File: config.mk
export PLATFORM = sky130hd
export DESIGN_NAME = mem_loader
export DESIGN_NICKNAME = d
export VERILOG_FILES = /design/src/rtl/mem_loader.sv
export SDC_FILE = /design/constraint.sdc
export NUM_CORES = 1
export LEC_CHECK = 0
export ABC_AREA = 1
export CORE_UTILIZATION = 35
export DETAILED_ROUTE_END_ITERATION = 16
export MAX_ROUTING_LAYER = met4
export PLACE_DENSITY = 0.68
export RECOVER_POWER = 50
export SLEW_MARGIN = 20
export SYNTH_ARGS = -nofsm -noshare
export SYNTH_HDL_FRONTEND = slang
export SYNTH_SLANG_ARGS = --single-unit
File: constraint.sdc
create_clock -name Clk -period 1.3 [get_ports Clk]
set_input_delay 0.13 -clock Clk [delete_from_list [all_inputs] [get_ports Clk]]
set_output_delay 0.13 -clock Clk [all_outputs]
set_load 0.05 [all_outputs]
File: src/rtl/mem_loader.sv
// Push-button data-memory loader: debounces btn_in, writes sw_data to WORDS slots, then raises over.
// Optional MEM_LOADER_SYNC_EN adds a two-flop synchronizer in front of the debouncer.
module mem_loader #(
  parameter int WORDS           = 10,
  parameter int DEBOUNCE_CYCLES = 1000000
) (
  input  logic        Clk,
  input  logic        Clr,
  input  logic        btn_in,
  input  logic [15:0] sw_data,
  output logic        wr_en,
  output logic [3:0]  wr_addr,
  output logic [15:0] wr_data,
  output logic [9:0]  led_onehot,
  output logic        over,
  output logic [1:0]  dbg_state
);

  localparam int             CNT_W    = (DEBOUNCE_CYCLES > 2) ? $clog2(DEBOUNCE_CYCLES) : 1;
  localparam logic [CNT_W-1:0] CNT_LAST = CNT_W'(DEBOUNCE_CYCLES - 1);
  localparam logic [3:0]     LAST_IDX = 4'(WORDS - 1);

  typedef enum logic [1:0] {
    ST_ARM  = 2'd0,
    ST_LOAD = 2'd1,
    ST_DONE = 2'd2
  } state_t;

  logic btn_s;

`ifdef MEM_LOADER_SYNC_EN
  logic sync1_q, sync1_d, sync2_q, sync2_d;

  always_comb begin
    sync1_d = btn_in;
    sync2_d = sync1_q;
  end

  always_ff @(posedge Clk) begin
    if (!Clr) begin
      sync1_q <= 1'b0;
      sync2_q <= 1'b0;
    end else begin
      sync1_q <= sync1_d;
      sync2_q <= sync2_d;
    end
  end

  assign btn_s = sync2_q;
`else
  assign btn_s = btn_in;
`endif

  state_t           state_q, state_d;
  logic             db_q, db_d;
  logic [CNT_W-1:0] cnt_q, cnt_d;
  logic             pend_q, pend_d;
  logic [15:0]      cap_q, cap_d;
  logic             wr_en_q, wr_en_d;
  logic [3:0]       wr_addr_q, wr_addr_d;
  logic [15:0]      wr_data_q, wr_data_d;
  logic [3:0]       wr_count_q, wr_count_d;
  logic             over_q, over_d;
  logic             press_rise;

  // Debouncer: cnt_q counts consecutive samples that disagree with db_q.
  always_comb begin
    db_d  = db_q;
    cnt_d = '0;
    if (btn_s != db_q) begin
      if (cnt_q == CNT_LAST) begin
        db_d = btn_s;
      end else begin
        cnt_d = cnt_q + 1'b1;
      end
    end
  end

  assign press_rise = (state_q == ST_LOAD) && !db_q && db_d;

  // ARM waits for a released button so a press held through reset never writes.
  always_comb begin
    state_d = state_q;
    case (state_q)
      ST_ARM:  if (!db_q && !btn_s) state_d = ST_LOAD;
      ST_LOAD: if (pend_q && (wr_count_q == LAST_IDX)) state_d = ST_DONE;
      ST_DONE: state_d = ST_DONE;
      default: state_d = ST_ARM;
    endcase
  end

  // Write port: wr_en is a one-cycle strobe with no backpressure; wr_addr/wr_data
  // are valid while wr_en is high and hold their last values otherwise.
  always_comb begin
    pend_d     = press_rise;
    cap_d      = press_rise ? sw_data : cap_q;
    wr_en_d    = 1'b0;
    wr_addr_d  = wr_addr_q;
    wr_data_d  = wr_data_q;
    wr_count_d = wr_count_q;
    over_d     = (state_q == ST_DONE);
    if (pend_q) begin
      wr_en_d   = 1'b1;
      wr_addr_d = wr_count_q;
      wr_data_d = cap_q;
      if (wr_count_q != 4'hF) wr_count_d = wr_count_q + 4'd1;
    end
  end

  always_ff @(posedge Clk) begin
    if (!Clr) begin
      state_q    <= ST_ARM;
      db_q       <= 1'b0;
      cnt_q      <= '0;
      pend_q     <= 1'b0;
      cap_q      <= '0;
      wr_en_q    <= 1'b0;
      wr_addr_q  <= '0;
      wr_data_q  <= '0;
      wr_count_q <= '0;
      over_q     <= 1'b0;
    end else begin
      state_q    <= state_d;
      db_q       <= db_d;
      cnt_q      <= cnt_d;
      pend_q     <= pend_d;
      cap_q      <= cap_d;
      wr_en_q    <= wr_en_d;
      wr_addr_q  <= wr_addr_d;
      wr_data_q  <= wr_data_d;
      wr_count_q <= wr_count_d;
      over_q     <= over_d;
    end
  end

  always_comb begin
    led_onehot = 10'h200 >> wr_count_q;
    if (state_q == ST_DONE) led_onehot = '0;
  end

  assign wr_en     = wr_en_q;
  assign wr_addr   = wr_addr_q;
  assign wr_data   = wr_data_q;
  assign over      = over_q;
  assign dbg_state = state_q;

endmodule

==> flow_metrics.env <==
export IMPL_start_kind="flip-flop"
export IMPL_htreeDepth=3
export IMPL_final_cell_area_sq_mm=0.00536
export IMPL_placed_area_sq_mm=0.00449
export IMPL_p_sw_w=0.00159
export IMPL_die_w_microns=94.0
export IMPL_portBuffers=52
export IMPL_hold_viol_final=0
export IMPL_die_area_sq_mm=0.00884
export IMPL_holdPathStages=3
export IMPL_post_drt_via_cell_ratio=4.80
export IMPL_drive_gt1_share_pct=51.6
export IMPL_ys_ff_latch=66
export IMPL_drt_pre_antenna_iters=4
export IMPL_grt_max_degree=43
export IMPL_path_buf_inv=3
export IMPL_period_needed_ps=1620
export IMPL_nets=565
export IMPL_p_leak_nw=2.25
export IMPL_clockBufferDepth=2
export IMPL_cts_tree="built"
export IMPL_holdCritPathClass="input port to flip-flop"
export IMPL_track_usage_pct=21.6
export IMPL_maxCapViolCount=0
export IMPL_ir_drop_mv=0.655
export IMPL_violations="setup timing"
export IMPL_globalRouteOverflowTotal=0
export IMPL_drtIter0Drc=67
export IMPL_path_clk_slew_ps=80
export IMPL_syn_area_per_cell_sq_um=7.37
export IMPL_fillCellCount=593
export IMPL_yosysUniqueCellTypes=27
export IMPL_slowest_delay_ps=360
export IMPL_worstPathRequired_ps=1170
export IMPL_ant_nets=0
export IMPL_io_pins=53
export IMPL_stdcell_count=644
export IMPL_ys_seq_area_share_pct=44.6
export IMPL_synth_nets=433
export IMPL_syn2layout_area_growth_pct=81.0
export IMPL_antenna_found_initial=0
export IMPL_cts_root_buf="clkbuf_8"
export IMPL_syn_area_sq_mm=0.00296
export IMPL_grt_pass1_wl_microns=14200
export IMPL_crit_path_end_kind="output port"
export IMPL_synthCells=402
export IMPL_pwr_share_clk_pct=34.3
export IMPL_drcViolationCount=0
export IMPL_power_w=0.00520
export IMPL_timing_final_crit_share_pct=125
export IMPL_skew_ps=5.78
export IMPL_setup_viol=53
export IMPL_rsz0062_at_grt="true"
export IMPL_cpMostUsedCell="buf_12"
export IMPL_internal_power_w=0.00361
export IMPL_r2r_cells=11
export IMPL_power_density_mw_per_mm2=969
export IMPL_dp_hpwl_microns=5120
export IMPL_grt_pass1_vias=3118
export IMPL_worstMarginPinSlew_ps=491
export IMPL_swShare_pct=30.5
export IMPL_pwr_share_seq_pct=40.5
export IMPL_status="finished, violations left"
export IMPL_start_util_pct=36.1
export IMPL_wl_per_cell_microns=13.8
export IMPL_coreArea_sq_mm=0.00822
export IMPL_timing_fmax_mhz=615
export IMPL_setup_ws_ps=-325
export IMPL_final_util_pct=65.3
export IMPL_slew_headroom_pct=67.0
export IMPL_path_cells="inv_4, ha_4, buf_12, nor4_4, buf_12"
export IMPL_die_h_microns=94.0
export IMPL_cp_arrival_ps=1490
export IMPL_via_count=3094
export IMPL_cts_hold_buf=0
export IMPL_crit_path_top_delay_cell="dfxtp_4"
export IMPL_globalplace_congestion=0.839
export IMPL_combPwrFrac_pct=25.2
export IMPL_yosysWarnings=0
export IMPL_path_depth=5
export IMPL_critPathTopFamily="flip-flops"
export IMPL_path_max_fanout=3
export IMPL_insertion_delay_ps=350
export IMPL_num_rows=33
export IMPL_diodes=0
export IMPL_clock_sinks=66
export IMPL_wirelength_microns=8860
export IMPL_critPathKind="flip-flop to output port"
export IMPL_numCtsBuffers=9
export IMPL_drv_slew=0
export IMPL_dp_cells=601
-- worst register-to-register path: stages (launching register included) --
cell	delay, ps
dfxtp_4	360
buf_4	110
buf_6	100
ha_4	130
inv_1	50
nor2_2	120
nand4_4	150
buf_12	160
buf_12	140
nand2_2	50
nand2_1	50
nor2_1	120
-- metrics by stage --
| stage | setup TNS [ps] | worst slack, ps | hold slack [ps] |
|---|---|---|---|
| 2_1_floorplan | -1250 | -143 | 265 |
| 3_3_place_gp | -3480 | -176 | 440 |
| 3_5_place_dp | -4240 | -237 | 445 |
| 4_1_cts | -7570 | -332 | 347 |
| 5_1_grt | -13260 | -395 | 359 |
| 6_report | -8310 | -325 | 364 |
-- registers in the layout, summed over array words and instances (netlist names) --
signal and flops:
cap_q 16, wr_addr 4, wr_en 1, db_q 1, cnt_q 20, over 1, pend_q 1, wr_count_q 4
wr_data 16, dbg_state 2
-- cell usage after synthesis (all sizes together) --
cell    instances  area share (%)
a211oi          1            0.25
a21oi          31             5.2
a31oi           1            0.21
buf             7             1.6
clkbuf          8             1.0
dfxtp          66              45
ha             12             5.1
inv            53             6.7
nand2          74             9.5
nand3          11             2.0
nand3b          2            0.51
nand4          12             3.0
nor2           73              10
nor3           12             2.4
nor4            1            0.21
o21ai          28             4.7
or2             1            0.21
xnor2           3            0.89
xor2            6             1.8
-- path summary, 6_finish.rpt --
path         slack, ps             to          from
max               -320  led_onehot[7]  dbg_state[0]
min                360       cap_q[3]    sw_data[3]
max reg2reg       -290       cap_q[6]  dbg_state[0]
min reg2reg        460     wr_data[2]      cap_q[2]
-- repair_timing --
action,in CTS,in global routing
resized for setup,110,70
setup buffers,19,12
cloned,6,0
setup endpoints to repair,49,53
pin swaps,34,36
-- layout by cell type (no fill, tap or decap), types with 4 or more instances in the layout --
cell type and n:
a21oi_1 21, a21oi_2 10, buf_12 23, buf_16 5
buf_4 59, buf_6 14, clkbuf_2 16, clkbuf_8 9
clkdlybuf4s50_1 17, dfxtp_1 45, dfxtp_2 14, dfxtp_4 7
ha_1 4, ha_4 8, inv_1 37, inv_2 12
nand2_1 46, nand2_2 19, nand2_4 7, nand3_1 5
nand4_1 11, nor2_1 38, nor2_2 17, nor2_4 18
nor3_4 7, o21ai_0 22
-- final cells by class --
| type | count | area (sq um) | share of cell area, % |
|---|---|---|---|
| clock inverters | 7 | 77.6 | 1.45 |
| flip-flops and latches | 66 | 1370 | 25.4 |
| inverters | 53 | 211 | 3.94 |
| multi-input cells | 268 | 1990 | 37.1 |
| well taps | 105 | 131 | 2.45 |
| clock buffers | 9 | 124 | 2.31 |
| repair buffers | 136 | 1470 | 27.3 |
-- power groups by stage --
| stage | Sequential (W) | Clock (W) | Combinational [W] |
|---|---|---|---|
| floorplan | 0.00228 | 0 | 0.000356 |
| detailed placement | 0.00217 | 0 | 0.000974 |
| global route | 0.00211 | 0.00194 | 0.00139 |
| global placement | 0.00217 | 0 | 0.000958 |
| CTS | 0.00211 | 0.00183 | 0.00120 |
| finish | 0.00210 | 0.00179 | 0.00131 |
-- per-layer routing --
layer	track usage, %	wire (microns)	up-vias	share of wire (%)
met3	6.31	384	14	4.3
met4	7.56	159	0	1.8
met1	23.1	3580	1472	40
met2	38.0	4740	63	53
met5	-	0	-	0
li1	-	-	1545	-
-- logic make-up after synthesis --
| group | share of synthesized area (%) |
|---|---|
| xor+xnor | 2.66 |
| flops | 44.6 |
| fa+ha+maj | 5.07 |
| buf+inv | 9.33 |
| simple gates | 27.9 |
| compound gates | 10.4 |
Note: power is estimated with default switching activity, not from simulation.
